===== src/rtl/perf_counter_bank_pkg.sv =====
// Shared types and constants for the performance counter bank.
package perf_counter_bank_pkg;

    // Bank control states; encodings are visible on state_o.
    typedef enum logic [1:0] {
        ST_IDLE   = 2'd0,
        ST_RUN    = 2'd1,
        ST_FROZEN = 2'd2
    } state_t;

    localparam int unsigned STATE_W     = 2;
    localparam int unsigned NUM_EVT_DEF = 6;

    // Event channel indices into evt.
    localparam int unsigned EVT_INST  = 0;
    localparam int unsigned EVT_IREQ  = 1;
    localparam int unsigned EVT_IHIT  = 2;
    localparam int unsigned EVT_DREQ  = 3;
    localparam int unsigned EVT_DHIT  = 4;
    localparam int unsigned EVT_STALL = 5;

endpackage


===== src/rtl/perf_counter.sv =====
// Single event counter with wrap or saturate behaviour and a sticky overflow flag.
module perf_counter
    import perf_counter_bank_pkg::*;
#(
    parameter int unsigned CNT_W    = 32,
    parameter int unsigned SAT_MODE = 0
) (
    input  logic             clk,
    input  logic             rst_n,
    input  logic             inc,
    input  logic             clr,
    input  logic             hold,
    output logic [CNT_W-1:0] value,
    output logic             ovf
);

    localparam logic [CNT_W-1:0] ALL_ONES = '1;

    logic at_max_c;

    assign at_max_c = (value == ALL_ONES);

    // Count update: clr beats increment; hold freezes the counter.
    always_ff @(posedge clk) begin
        if (!rst_n) begin
            value <= '0;
            ovf   <= 1'b0;
        end else if (clr) begin
            value <= '0;
            ovf   <= 1'b0;
        end else if (inc && !hold) begin
            if (at_max_c) begin
                ovf <= 1'b1;
                if (SAT_MODE == 0) begin
                    value <= '0;
                end
            end else begin
                value <= value + CNT_W'(1);
            end
        end
    end

endmodule


===== src/rtl/perf_counter_bank.sv =====
// Bank of per-event counters plus a cycle counter, gated by a run/freeze FSM,
// with a one-cycle-latency registered read port.
module perf_counter_bank
    import perf_counter_bank_pkg::*;
#(
    parameter int unsigned NUM_EVT  = NUM_EVT_DEF,
    parameter int unsigned CNT_W    = 32,
    parameter int unsigned SAT_MODE = 0
) (
    input  logic                               clk,
    input  logic                               rst_n,
    input  logic                               en,
    input  logic [NUM_EVT-1:0]                 evt,
    input  logic                               hlt,
    input  logic                               clr,
    input  logic                               rd_req,
    input  logic [$clog2(NUM_EVT+1)-1:0]       rd_sel,
    output logic [CNT_W-1:0]                   rd_data,
    output logic                               rd_valid,
    output logic                               rd_err,
    output logic [NUM_EVT:0]                   ovf,
    output logic [STATE_W-1:0]                 state_o
);

    localparam int unsigned NUM_CNT = NUM_EVT + 1;
    localparam int unsigned SEL_W   = $clog2(NUM_EVT + 1);

    state_t             state;
    logic [CNT_W-1:0]   cnt [NUM_CNT];
    logic [NUM_CNT-1:0] inc_c;
    logic               hold_c;
    logic [CNT_W-1:0]   rd_mux_c;
    logic               rd_oob_c;

    // Top counter is the cycle counter and sees an increment every cycle.
    assign inc_c   = {1'b1, evt};
    assign hold_c  = (state != ST_RUN);
    assign state_o = state;

    // One counter per event channel plus the cycle counter.
    for (genvar i = 0; i < NUM_CNT; i++) begin : g_cnt
        perf_counter #(
            .CNT_W    (CNT_W),
            .SAT_MODE (SAT_MODE)
        ) u_cnt (
            .clk   (clk),
            .rst_n (rst_n),
            .inc   (inc_c[i]),
            .clr   (clr),
            .hold  (hold_c),
            .value (cnt[i]),
            .ovf   (ovf[i])
        );
    end

    // Control FSM; the hlt cycle itself still counts because state is RUN then.
    always_ff @(posedge clk) begin
        if (!rst_n) begin
            state <= ST_IDLE;
        end else begin
            case (state)
                ST_IDLE: begin
                    if (en) state <= ST_RUN;
                end
                ST_RUN: begin
                    if (hlt)      state <= ST_FROZEN;
                    else if (!en) state <= ST_IDLE;
                end
                ST_FROZEN: begin
                    if (clr) state <= ST_IDLE;
                end
                default: state <= ST_IDLE;
            endcase
        end
    end

    // Read select; out-of-range indices return zero.
    always_comb begin
        rd_mux_c = '0;
        rd_oob_c = (rd_sel > SEL_W'(NUM_EVT));
        for (int i = 0; i < NUM_CNT; i++) begin
            if (rd_sel == SEL_W'(i)) rd_mux_c = cnt[i];
        end
    end

    // Read response register; samples counters before this cycle's update.
    always_ff @(posedge clk) begin
        if (!rst_n) begin
            rd_data  <= '0;
            rd_valid <= 1'b0;
            rd_err   <= 1'b0;
        end else begin
            rd_valid <= rd_req;
            rd_err   <= rd_req && rd_oob_c;
            rd_data  <= rd_req ? rd_mux_c : '0;
        end
    end

endmodule


===== config.mk =====
export PLATFORM = sky130hd
export DESIGN_NAME = perf_counter_bank
export DESIGN_NICKNAME = d
export VERILOG_FILES = /design/src/rtl/perf_counter_bank_pkg.sv /design/src/rtl/perf_counter.sv /design/src/rtl/perf_counter_bank.sv
export SDC_FILE = /design/constraint.sdc
export NUM_CORES = 1
export LEC_CHECK = 0
export CORE_MARGIN = 2
export CORE_UTILIZATION = 55
export DETAILED_ROUTE_END_ITERATION = 8
export DONT_BUFFER_PORTS = 1
export PLACE_DENSITY = 0.74
export SETUP_SLACK_MARGIN = 0.1
export SYNTH_ARGS = -nofsm -noshare
export SYNTH_HDL_FRONTEND = slang
export SYNTH_SLANG_ARGS = --single-unit

===== constraint.sdc =====
create_clock -name clk -period 2.9 [get_ports clk]
set_input_delay 0.58 -clock clk [delete_from_list [all_inputs] [get_ports clk]]
set_output_delay 0.58 -clock clk [all_outputs]
set_load 0.02 [all_outputs]

## Yosys cells after proc, flatten, opt, wreduce, memory -nomap -nowiden

Cells that the tools add are included.

| word-level totals | value |
|---|---|
| flip-flop bits (word level) | 267 |
| input bits | 15 |
| output and inout bits | 43 |
| logic and storage cells | 86 |

| operators by class | value |
|---|---|
| add/sub/neg operators | 7 |
| magnitude comparators | 1 |
| eq/ne operators | 19 |
| multiplexer cells | 19 |
| bitwise gates (word level) | 2 |
| reduce and logical (&&, ||, !) cells | 20 |

Operators with widths:

| cell | number |
|---|---|
| two-way mux 32 bit | 14 |
| adder 32 x 1 -> 32 bit, second input constant | 7 |
| equality test 32 bit, second input constant | 7 |
| AND reduction 2 bit | 8 |
| equality test 3 bit, second input constant | 3 |
| two-way mux 2 bit | 4 |
| logical AND 1 bit | 7 |
| equality test 3 x 2 -> 1 bit, second input constant | 2 |
| one-hot mux 2 bit (3 select lines) | 1 |
| inequality test 2 bit, second input constant | 2 |
| equality test 3 x 1 -> 1 bit, second input constant | 1 |
| > comparator 3 bit, second input constant | 1 |
| zero test 3 bit | 1 |
| inequality test 3 bit, second input constant | 1 |
| AND reduction 3 bit | 1 |
| equality test 2 x 1 -> 1 bit, second input constant | 1 |
| equality test 2 bit, second input constant | 1 |
| zero test 2 bit | 1 |
| inequality test 2 x 1 -> 1 bit, second input constant | 1 |
| inverter 1 bit | 2 |
| OR reduction 2 bit | 1 |
| zero test 1 bit | 1 |

## Logic depth before layout (Yosys ltp)

Gate-level depths: netlist of the first run.

| logic depth | value |
|---|---|
| word-level depth | 8 |
| mapped depth | 8 |
| depth with buffers taken out | 6 |

## By module

A second synthesis of the first run with hierarchy kept.

| unflattened totals | value |
|---|---|
| cells, all modules | 1,771 |
| area, all modules | 14,946.8 um^2 |

Modules (own cells, without submodules):

| module | times used | cells each | area each (um^2) | seq. area each (um^2) |
|---|---|---|---|---|
| perf_counter | 7 | 192 | 1,699.1 | 660.6 |
| perf_counter_bank | 1 | 427 | 3,052.9 | 720.7 |

## Least setup slack after synthesis of the first run

Ideal clock, no wire load.

| timing path | value |
|---|---|
| kind | input -> register |
| from | input evt[4] |
| to | register g_cnt[4].u_cnt.value[20] |
| setup time | 0.115 ns |
| arrival | 1.948 ns |
| required time | 2.785 ns |
| slack | 0.838 ns |
| cell stages on the path | 7 |
| path through | and3b_1 > nand3_2 > or3_1 > clkbuf_1 > o21ai_4 > buf_4 > nor2_1 |

| on the way | value |
|---|---|
| word-level cells in the longest chain between the ends | 1 |

Ends and longest elaborated chain:

| item | RTL line | RTL |
|---|---|---|
| from (decl) | perf_counter_bank.sv:13 | `input logic [NUM_EVT-1:0] evt,` |
| logical AND 1 bit | perf_counter.sv:31 | `end else if (inc && !hold) begin` |
| to (signal assigned) | perf_counter.sv:38 | `value <= value + CNT_W'(1);` |
| to (decl) | perf_counter.sv:13 | `output logic [CNT_W-1:0] value,` |

Every way passes these cells.
A chain may end at the register's enable or synchronous reset.

## Worst setup path after layout of the first run

| timing path | value |
|---|---|
| from | register g_cnt[6].u_cnt.value[0] |
| to | register g_cnt[6].u_cnt.value[12] |

| on the way | value |
|---|---|
| word-level cells in the longest chain between the ends | 2 |
| elaborated cells between the ends (all ways) | 3 |
| classes of those cells | 1 x add/sub; 1 x eq/ne; 1 x mux |

Ends and longest elaborated chain:

| item | RTL line | RTL |
|---|---|---|
| from (decl) | perf_counter.sv:13 |  |
| from (signal assigned) | perf_counter.sv:38 |  |
| adder 32 x 1 -> 32 bit / equality test 32 bit (equally long branches) | perf_counter.sv:38, perf_counter.sv:21 |  |
| two-way mux 32 bit * | perf_counter.sv:32 | `if (at_max_c) begin` |

Mark *: on every way between the ends. The rest lies on a longest branch, timed or not.

==> metrics, run 1 <==
Mapped Nets 1644; Power Dens Cells 542.0 nW/um^2; run status finished clean; period utilization 0.8790; Netlist Area Pre-Place 13380 um^2; average footprint of a synthesized cell 8.248 um^2; length in cells of the worst reg-to-reg path 7; synthesized instance count 1622; path type of the worst min-delay path input port to flip-flop; number of max-capacitance violations reported 0; number of hold buffers added after CTS 0; first-pass GRT wire length 57040 um; number of antenna violations at the first check in global routing 2; Synth cell types 61; post-layout minimum cycle time 2549 ps; share of layout cells above drive strength 1 0.07744; number of DRC violations after detailed-routing iteration 0 1113; largest vdd supply drop 0.4161 mV; vias per cell 5.983; proportion of synthesized chip area in sequential cells 0.3996; Fin Clk Skew 12.67 ps; number of synthesized flops with an enable pin 0; clock buffer count from CTS 30; aggregate negative setup slack 0 ps; vias in the first global route 10620; Area growth syn-to-layout 10.42%; final hold violation count 0; crit-path cells ha_1 > and4b_2 > nand4_4 > or3_1 > o21ai_4 > buf_4 > nor2_1; final hold slack 137.7 ps; number of setup violations in the final report 0; CP endpoint kind flip-flop; core area 24110 um^2; Placed Cells incl. Taps 1895; clock tree from TritonCTS yes; reg-to-reg critical path startpoint g_cnt[6].u_cnt.value[0]; Clock H-tree levels 1; Setup Fix Bufs, Post-CTS 0; unrepaired setup endpoints after global routing false; area occupied by registers 5345 um^2; height of the chip 160.0 um; later-pin clock latency in the skew report 570 ps; post-CTS clock slew at the launch and capture registers of the worst setup and hold paths 60 ps; PostCTS Resize Cnt 0; Fmax 0.3923 GHz; synthesis-stage register bit count 267; CTS root buf clkbuf_16; overall die area 25590 um^2; number of max-slew violations in the final report 0; Initial Utilization 0.5550; total of warnings raised by yosys 0; Req. time, crit path 3360 ps; I/O pins 58; total area of multi-input combinational cells 7532 um^2; reported leakage power 5.182 nW; reg2reg end g_cnt[6].u_cnt.value[12]; Total GRT Usage 0.2749; critical path class flip-flop to flip-flop; worst-case clock buffer depth 3; transition time at the pin with the least slew margin 844.7 ps; Via Count 11680; DPL Wire Length 26330 um; Critical path origin g_cnt[6].u_cnt.value[0]; Clock Sinks 267; Worst EP arrival 3010 ps; pin count of the biggest net entering global routing 71; DR WL/cell 18.64 um; number of standard-cell rows in the floorplan 57; Finished Layout Cells 1953; master of the slowest instance on the critical path or3_1; sum of internal, switching and leakage power 8.006 mW; final WL 36400 um; launching element type of the critical path flip-flop; critical path fanouts, max 16; count of filler cells inserted in the layout 2112; total number of nets in the final design 1625; die width 160.0 um; maximum cell stage delay along the critical path 560 ps; Synth Flop Type dfxtp_1; antenna-violating nets left 0; endpoint of the most critical setup path g_cnt[6].u_cnt.value[12]; gpl congestion 0.9259; slack of the worst reg-to-reg path 350 ps; count of port buffers added during placement 0; total global routing overflow 0; number of optimization iterations in the first detailed-route pass 5; # DRC 0; Async S/R FF share, synth 0; relative slew slack 0.4317
cells in the mapped netlist (31+ instances only):
master | count | area share
nor2_1 | 250 | 0.070
xnor2_1 | 53 | 0.035
nand3_1 | 101 | 0.038
mux2i_1 | 32 | 0.024
nand2_1 | 140 | 0.039
dfxtp_1 | 267 | 0.40
o21ai_0 | 81 | 0.030
nand4_1 | 82 | 0.038
a21oi_1 | 70 | 0.026
and3_1 | 31 | 0.014
xor2_1 | 129 | 0.084
clkbuf_1 | 56 | 0.016
through the flow:
stage                     area (um^2)  utilization  worst slack (ps)
after floorplan                 13380            -             837.6
after global placement          13690       0.5679             474.1
after detailed placement        13690       0.5679             393.9
after CTS                       14770       0.6126             378.4
after global routing            14770       0.6128             180.6
final                           14770       0.6128             350.8
worst min path at each step:
stage                              end                    start  cells after the start  slack [ps]
2_1_floorplan       g_cnt[5].u_cnt.ovf       g_cnt[5].u_cnt.ovf                      2         430
3_3_place_gp   g_cnt[6].u_cnt.value[1]  g_cnt[6].u_cnt.value[1]                      2         470
3_5_place_dp   g_cnt[2].u_cnt.value[1]  g_cnt[2].u_cnt.value[1]                      2         490
4_1_cts                     state_o[0]                       en                      2         120
5_1_grt                     state_o[1]                    rst_n                      1         120
6_report                    state_o[0]                       en                      2         140
critical path: cells and delay by family, from the launching register on:
kind,cells,cell delay (ps)
AO/OA/AOI/OAI,1,450
adder cells (fa/ha/maj),1,210
buffers and inverters,1,260
flip-flops,1,390
AND/OR/NAND/NOR,4,1140
registers in the layout, summed over array words and instances, names as in the netlist:
register / cells
rd_err: 1
state_o: 2
g_cnt.u_cnt.value: 224
g_cnt.u_cnt.ovf: 7
rd_valid: 1
rd_data: 32
placed cells by master, fill, tap and decap left out, drive strengths merged, types with 21 or more instances in the layout:
cell type	n
nor3	29
a22o	23
a21oi	70
o21ai	87
nor2	251
buf	41
xnor2	53
nand4	86
mux2i	32
o211ai	26
o211a	23
nor4	21
nand3	104
or3	28
inv	28
xor2	129
and3	33
dfxtp	267
clkbuf	42
nand2	140
final cells by class:
class | instances | area share
Multi-Input combinational cell | 1240 | 0.5099
Sequential cell | 267 | 0.3618
Clock buffer | 42 | 0.05861
Tap cell | 324 | 0.02744
Timing Repair Buffer | 41 | 0.02168
Clock inverter | 14 | 0.01431
Inverter | 23 | 0.005844
Antenna cell | 2 | 0.0003388
power breakdown:
part | switching (mW) | internal [mW] | leakage [nW] | total, mW
Sequential | 0.0221 | 3.68 | 2.15 | 3.70
Clock | 1.61 | 2.46 | 0.522 | 4.07
Combinational | 0.165 | 0.0687 | 2.51 | 0.233
Total | 1.80 | 6.21 | 5.18 | 8.01
metal layers:
metal  track usage  share of wire  up-vias
li1              -              -     5627
met1        0.3743           0.43     5535
met2        0.4451           0.46      447
met3       0.03636          0.067       75
met4        0.1081          0.039        0
met5             0              0        -
cell families after synthesis:
kind of cell / synth area share
fa+ha+maj: 0.006547
xor+xnor: 0.1192
compound gates: 0.1236
simple gates: 0.2883
flops: 0.3996
mux: 0.02394
buf+inv: 0.03891
(Power assumes the default switching activity.)
==> inputs of run 2 (changes only) <==
--- a/config.mk
+++ b/config.mk
@@ -10,6 +10,7 @@
 export DETAILED_ROUTE_END_ITERATION = 8
 export DONT_BUFFER_PORTS = 1
 export PLACE_DENSITY = 0.74
+export REMOVE_ABC_BUFFERS = 1
 export SETUP_SLACK_MARGIN = 0.1
 export SYNTH_ARGS = -nofsm -noshare
 export SYNTH_HDL_FRONTEND = slang
==> metrics, run 2 (synthesized netlist as in run 1, its figures left out) <==
run status finished clean; antenna-violating nets left 0 (unchanged); reported leakage power 5.194 nW (+0.23%); number of antenna violations at the first check in global routing 0 (-2); hold wc startpoint rst_n; Power Dens Cells 542.1 nW/um^2 (about the same); number of DRC violations after detailed-routing iteration 0 1409 (+27%); pin count of the biggest net entering global routing 71 (unchanged); critical path fanouts, max 14 (-2); relative slew slack 0.5266 (+0.09494); first-pass GRT wire length 58560 um (+2.7%); unrepaired setup endpoints after global routing false; # DRC 0 (unchanged); post-route core utilization 0.6139 (+0.001090); Setup Fix Bufs, Post-CTS 0 (unchanged); fraction of power consumed by sequential logic 0.462 (about the same); CP endpoint kind flip-flop; number of hold buffers added after CTS 0 (unchanged); met1 usage in global routing 0.3802 (+0.005895); share of layout cells above drive strength 1 0.07862 (+0.001181); ant diodes 0 (-2); Fmax 0.4024 GHz (+2.6%); worst-case clock buffer depth 3 (unchanged); post-layout minimum cycle time 2485 ps (-64.16 ps); core area 24110 um^2 (unchanged); maximum cell stage delay along the critical path 550 ps (about the same); hold path cells 1 (-1); leading cell type in the layout, fill and taps excluded dfxtp_1; max FFs per register 224 (unchanged); highest-utilization routing layer at the global route stage met2; length in cells of the worst reg-to-reg path 6 (-1); later-pin clock latency in the skew report 580 ps (about the same); register containing the most flip-flops in the final layout g_cnt.u_cnt.value; count of port buffers added during placement 0 (unchanged); PostCTS Resize Cnt 0 (unchanged); gpl congestion 0.9972 (+7.7%); Req. time, crit path 3340 ps (-20 ps); total number of nets in the final design 1627 (+0.12%); Clock Sinks 267 (unchanged); DPL Wire Length 26730 um (+1.5%); slack of the worst reg-to-reg path 410 ps (+60 ps); largest vdd supply drop 0.4190 mV (+0.70%); clock buffer count from CTS 29 (-3.3%); height of the chip 160.0 um (unchanged); I/O pins 58 (unchanged); switching part of the total power 0.2204 (-0.003810); P_int 6.254 mW (+0.69%); Area growth syn-to-layout 10.62%; path type of the worst min-delay path input port to flip-flop; Initial Utilization 0.5550 (unchanged); final WL 37130 um (+2.0%); clock share of power 0.508 (about the same); number of optimization iterations in the first detailed-route pass 6 (+1); transition time at the pin with the least slew margin 708.6 ps (-136.1 ps); period utilization 0.8569 (-0.02212); number of standard-cell rows in the floorplan 57 (unchanged); post-CTS clock slew at the launch and capture registers of the worst setup and hold paths 60 ps (about the same); Clock H-tree levels 1 (unchanged); top flop regs g_cnt.u_cnt.value x224, rd_data x32, g_cnt.u_cnt.ovf x7; crit-path cells and3b_1 > nand3_2 > or3_1 > o21ai_4 > buf_4 > nor2_1; final hold violation count 0 (unchanged); Hold Path End state_o[1]; Comb power frac 0.030 (about the same); met2 global-route usage 0.4734 (+0.02834); Worst EP arrival 2930 ps (-80 ps); net switching power 1.768 mW (-1.5%); final hold slack 132.8 ps (-4.877 ps); total global routing overflow 0 (unchanged); number of max-capacitance violations reported 0 (unchanged); CTS root buf clkbuf_16; critical path class flip-flop to flip-flop; reg2reg end g_cnt[4].u_cnt.value[9]; Via Count 11680 (-0.034%); die width 160.0 um (unchanged); Fin Clk Skew 33.47 ps (+20.80 ps); vias in the first global route 10840 (+2.1%); commonest cells after routing, fill and taps aside dfxtp_1, nor2_1, nand2_1, xor2_1, nand3_1; Total GRT Usage 0.2836 (+0.008651); clock tree from TritonCTS yes; master of the slowest instance on the critical path dfxtp_1; overall die area 25590 um^2 (unchanged); global routing met3 resource utilization 0.04701 (+0.01065); launching element type of the critical path flip-flop; number of max-slew violations in the final report 0 (unchanged); number of setup violations in the final report 0 (unchanged); sum of internal, switching and leakage power 8.022 mW (+0.20%); DR WL/cell 19.02 um (+2.1%); reg-to-reg critical path startpoint state_o[0]; vias per cell 5.984 (about the same)
## run 2: cell count changes in the layout (fill, tap and decap cells not counted), moves of 2 or more
cell        change
inv_6           -4
clkinvlp_4      +2
buf_4           +2
diode_2         -2
## run 2: metal layers
layer | vias up | part of all wire | wire length [um]
li1 | 5640 | - | -
met1 | 5533 | 0.43 | 16000
met2 | 440 | 0.47 | 17290
met3 | 67 | 0.074 | 2740
met4 | 0 | 0.029 | 1088
met5 | - | 0 | 0
## run 2: metrics by stage
stage | cell area, um^2 | setup slack (ps) | cells | TNS [ps]
final | 14800 | 415.0 | 1952 | 0
after global routing | 14800 | 287.9 | 1952 | 0
after CTS | 14800 | 439.2 | 1952 | 0
after detailed placement | 13720 | 466.6 | 1898 | 0
after global placement | 13720 | 550.7 | 1898 | 0
after floorplan | 12940 | -185.8 | 1530 | -9057
## run 2: how the worst max path moves through the flow
stage | slack [ps] | start | cells past startpoint | to
after floorplan | -190 | state_o[0] | 5 | g_cnt[0].u_cnt.value[10]
after CTS | 440 | state_o[0] | 6 | g_cnt[4].u_cnt.value[9]
final | 410 | state_o[0] | 6 | g_cnt[4].u_cnt.value[9]
after global placement | 550 | evt[4] | 6 | g_cnt[4].u_cnt.value[12]
after detailed placement | 470 | g_cnt[6].u_cnt.value[0] | 7 | g_cnt[6].u_cnt.value[11]
after global routing | 290 | g_cnt[6].u_cnt.value[0] | 7 | g_cnt[6].u_cnt.value[22]
## run 2: worst max-delay path: cells and delay by family, from the launching register on
kind / cells / cell delay [ps]
simple gates: 4 / 1150
flops: 1 / 550
buf+inv: 1 / 270
compound gates: 1 / 400
## run 2: final cells by class
class | instances | area, um^2
fillers | 2119 | 9308
flip-flops and latches | 267 | 5345
clock inverters | 13 | 222.7
multi-input cells | 1240 | 7532
clock buffers | 41 | 850.8
well taps | 324 | 405.4
inverters | 23 | 86.33
repair buffers | 44 | 355.3
## run 2: power by group through the flow
stage               Combinational, mW  Sequential [mW]  Clock [mW]
detailed placement              0.236             3.79           0
CTS                             0.237             3.71        4.10
global route                    0.257             3.70        4.27
finish                          0.243             3.71        4.07
global placement                0.233             3.79           0
floorplan                       0.134             3.79           0
==> inputs of run 3 (changes only) <==
--- a/config.mk
+++ b/config.mk
@@ -5,11 +5,13 @@
 export SDC_FILE = /design/constraint.sdc
 export NUM_CORES = 1
 export LEC_CHECK = 0
+export CAP_MARGIN = 10
 export CORE_MARGIN = 2
-export CORE_UTILIZATION = 55
+export CORE_UTILIZATION = 45
+export CTS_BUF_LIST = sky130_fd_sc_hd__clkbuf_16
 export DETAILED_ROUTE_END_ITERATION = 8
 export DONT_BUFFER_PORTS = 1
-export PLACE_DENSITY = 0.74
+export PLACE_DENSITY = 0.64
 export REMOVE_ABC_BUFFERS = 1
 export SETUP_SLACK_MARGIN = 0.1
 export SYNTH_ARGS = -nofsm -noshare
==> metrics, run 3 (synthesized netlist as in run 1, its figures left out) <==
run status finished clean; unrepaired setup endpoints after global routing false; post-route core utilization 0.5026 (-0.1112); P_int 6.076 mW (-2.9%); clock share of power 0.495 (-0.013); maximum cell stage delay along the critical path 570 ps (+20 ps); final instance area 14820 um^2 (+0.14%); switching part of the total power 0.2237 (+0.003305); relative slew slack 0.4943 (-0.03234); CTS root buf clkbuf_16; clock buffer count from CTS 30 (+3.4%); number of standard-cell rows in the floorplan 63 (+11%); met1 usage in global routing 0.3306 (-0.04960); PostCTS Resize Cnt 0 (unchanged); number of hold buffers added after CTS 0 (unchanged); pin count of the biggest net entering global routing 71 (unchanged); sum of internal, switching and leakage power 7.827 mW (-2.4%); first-pass GRT wire length 60460 um (+3.2%); number of optimization iterations in the first detailed-route pass 8 (+2); height of the chip 176.4 um (+10%); I/O pins 58 (unchanged); number of setup violations in the final report 0 (unchanged); final WL 38250 um (+3.0%); family with the most delay on the worst path simple AND/OR/NAND/NOR gates; max FFs per register 224 (unchanged); total global routing overflow 0 (unchanged); number of DRC violations after detailed-routing iteration 0 996 (-29%); Fmax 0.4094 GHz (+1.7%); critical path class flip-flop to flip-flop; met2 global-route usage 0.3948 (-0.07866); Via Count 11660 (-0.20%); top flop regs g_cnt.u_cnt.value x224, rd_data x32, g_cnt.u_cnt.ovf x7; master of the slowest instance on the critical path or3_1; vias per cell 5.779 (-3.4%); crit-path cells ha_1 > and4b_2 > nand4_4 > or3_1 > o21ai_4 > buf_4 > nor2_1; period utilization 0.8422 (-0.01472); number of antenna violations at the first check in global routing 1 (+1); overall die area 31120 um^2 (+22%); Power Dens Cells 528.2 nW/um^2 (-2.6%); register containing the most flip-flops in the final layout g_cnt.u_cnt.value; Total GRT Usage 0.2455 (-0.03808); largest vdd supply drop 0.5239 mV (+25%); Initial Utilization 0.4538 (-0.1012); total number of nets in the final design 1628 (+0.061%); number of buffers and inverters on the critical path 1 (unchanged); CP endpoint kind flip-flop; vias in the first global route 10880 (+0.30%); Area growth syn-to-layout 10.77%; count of filler cells inserted in the layout 2872 (+36%); DPL Wire Length 27960 um (+4.6%); post-CTS clock slew at the launch and capture registers of the worst setup and hold paths 60 ps (about the same); worst-case clock buffer depth 3 (unchanged); Req. time, crit path 3350 ps (about the same); Setup Fix Bufs, Post-CTS 0 (unchanged); die width 176.4 um (+10%); Worst EP arrival 2900 ps (-30 ps); net switching power 1.751 mW (-0.98%); number of max-slew violations in the final report 0 (unchanged); leading cell type in the layout, fill and taps excluded dfxtp_1; Clock H-tree levels 1 (unchanged); launching element type of the critical path flip-flop; share of layout cells above drive strength 1 0.07560 (-0.003025); post-detailed-placement cell area 13810 um^2 (+0.60%); clock tree from TritonCTS yes; later-pin clock latency in the skew report 580 ps (about the same); fraction of power consumed by sequential logic 0.473 (+0.011); ant diodes 0 (unchanged); final hold violation count 0 (unchanged); gpl congestion 0.9678 (-2.9%); commonest cells after routing, fill and taps aside dfxtp_1, nor2_1, nand2_1, xor2_1, nand3_1; global routing met3 resource utilization 0.04242 (-0.004593); number of max-capacitance violations reported 0 (unchanged); count of port buffers added during placement 0 (unchanged); transition time at the pin with the least slew margin 755.8 ps (+47.17 ps); critical path fanouts, max 23 (+9); core area 29480 um^2 (+22%); Comb power frac 0.031 (about the same); highest-utilization routing layer at the global route stage met2; path type of the worst min-delay path input port to flip-flop; post-layout minimum cycle time 2442 ps (-42.68 ps); reported leakage power 5.190 nW (about the same); antenna-violating nets left 0 (unchanged); Clock Sinks 267 (unchanged); DR WL/cell 18.96 um (-0.29%); # DRC 0 (unchanged); Fin Clk Skew 29.07 ps (-4.395 ps)
run 3: cell count changes in the layout (fill, tap and decap cells not counted), moves of 2 or more:
cell,before,now
clkbuf_1,4,0
clkbuf_8,8,0
clkinv_1,0,3
clkinv_2,1,7
clkinv_4,2,0
clkinvlp_4,4,2
inv_1,23,28
run 3: power by group through the flow:
stage / clock network [mW] / logic (mW) / registers, mW
after floorplan: 0 / 0.134 / 3.79
after global placement: 0 / 0.240 / 3.79
after detailed placement: 0 / 0.242 / 3.79
after CTS: 3.94 / 0.243 / 3.71
after global routing: 4.11 / 0.262 / 3.71
final: 3.88 / 0.245 / 3.71
run 3: cell type report:
class,instances,area (um^2),area share
clock inverter,23,260.3,0.01756
timing repair buffer,44,355.3,0.02398
multi-input combinational,1240,7532,0.5083
clock buffer,30,750.7,0.05066
sequential,267,5345,0.3607
inverter,23,86.33,0.005826
tap,390,488.0,0.03293
run 3: path summary, 6_finish.rpt:
path / to / slack, ps / from / depth (start not counted)
worst max-delay path: g_cnt[6].u_cnt.value[16] / 460 / g_cnt[6].u_cnt.value[0] / 7
worst min-delay path: state_o[1] / 130 / rst_n / 1
worst max register to register: g_cnt[6].u_cnt.value[16] / 460 / g_cnt[6].u_cnt.value[0] / 7
worst min register to register: g_cnt[2].u_cnt.value[28] / 490 / g_cnt[2].u_cnt.value[28] / 2
run 3: through the flow:
| stage | hold WS, ps | TNS (ps) | setup slack (ps) | instances |
|---|---|---|---|---|
| floorplan | 453.8 | -9057 | -185.8 | 1530 |
| global placement | 465.7 | 0 | 589.0 | 1964 |
| detailed placement | 483.2 | 0 | 518.1 | 1964 |
| CTS | 112.1 | 0 | 489.0 | 2017 |
| global route | 124.7 | 0 | 281.3 | 2017 |
| finish | 126.2 | 0 | 457.7 | 2017 |
run 3: layer usage:
layer,wire [um],share of wire,vias up
met5,0,0,-
met2,17350,0.45,395
met1,16620,0.43,5542
met4,1385,0.036,0
li1,-,-,5643
met3,2894,0.076,77
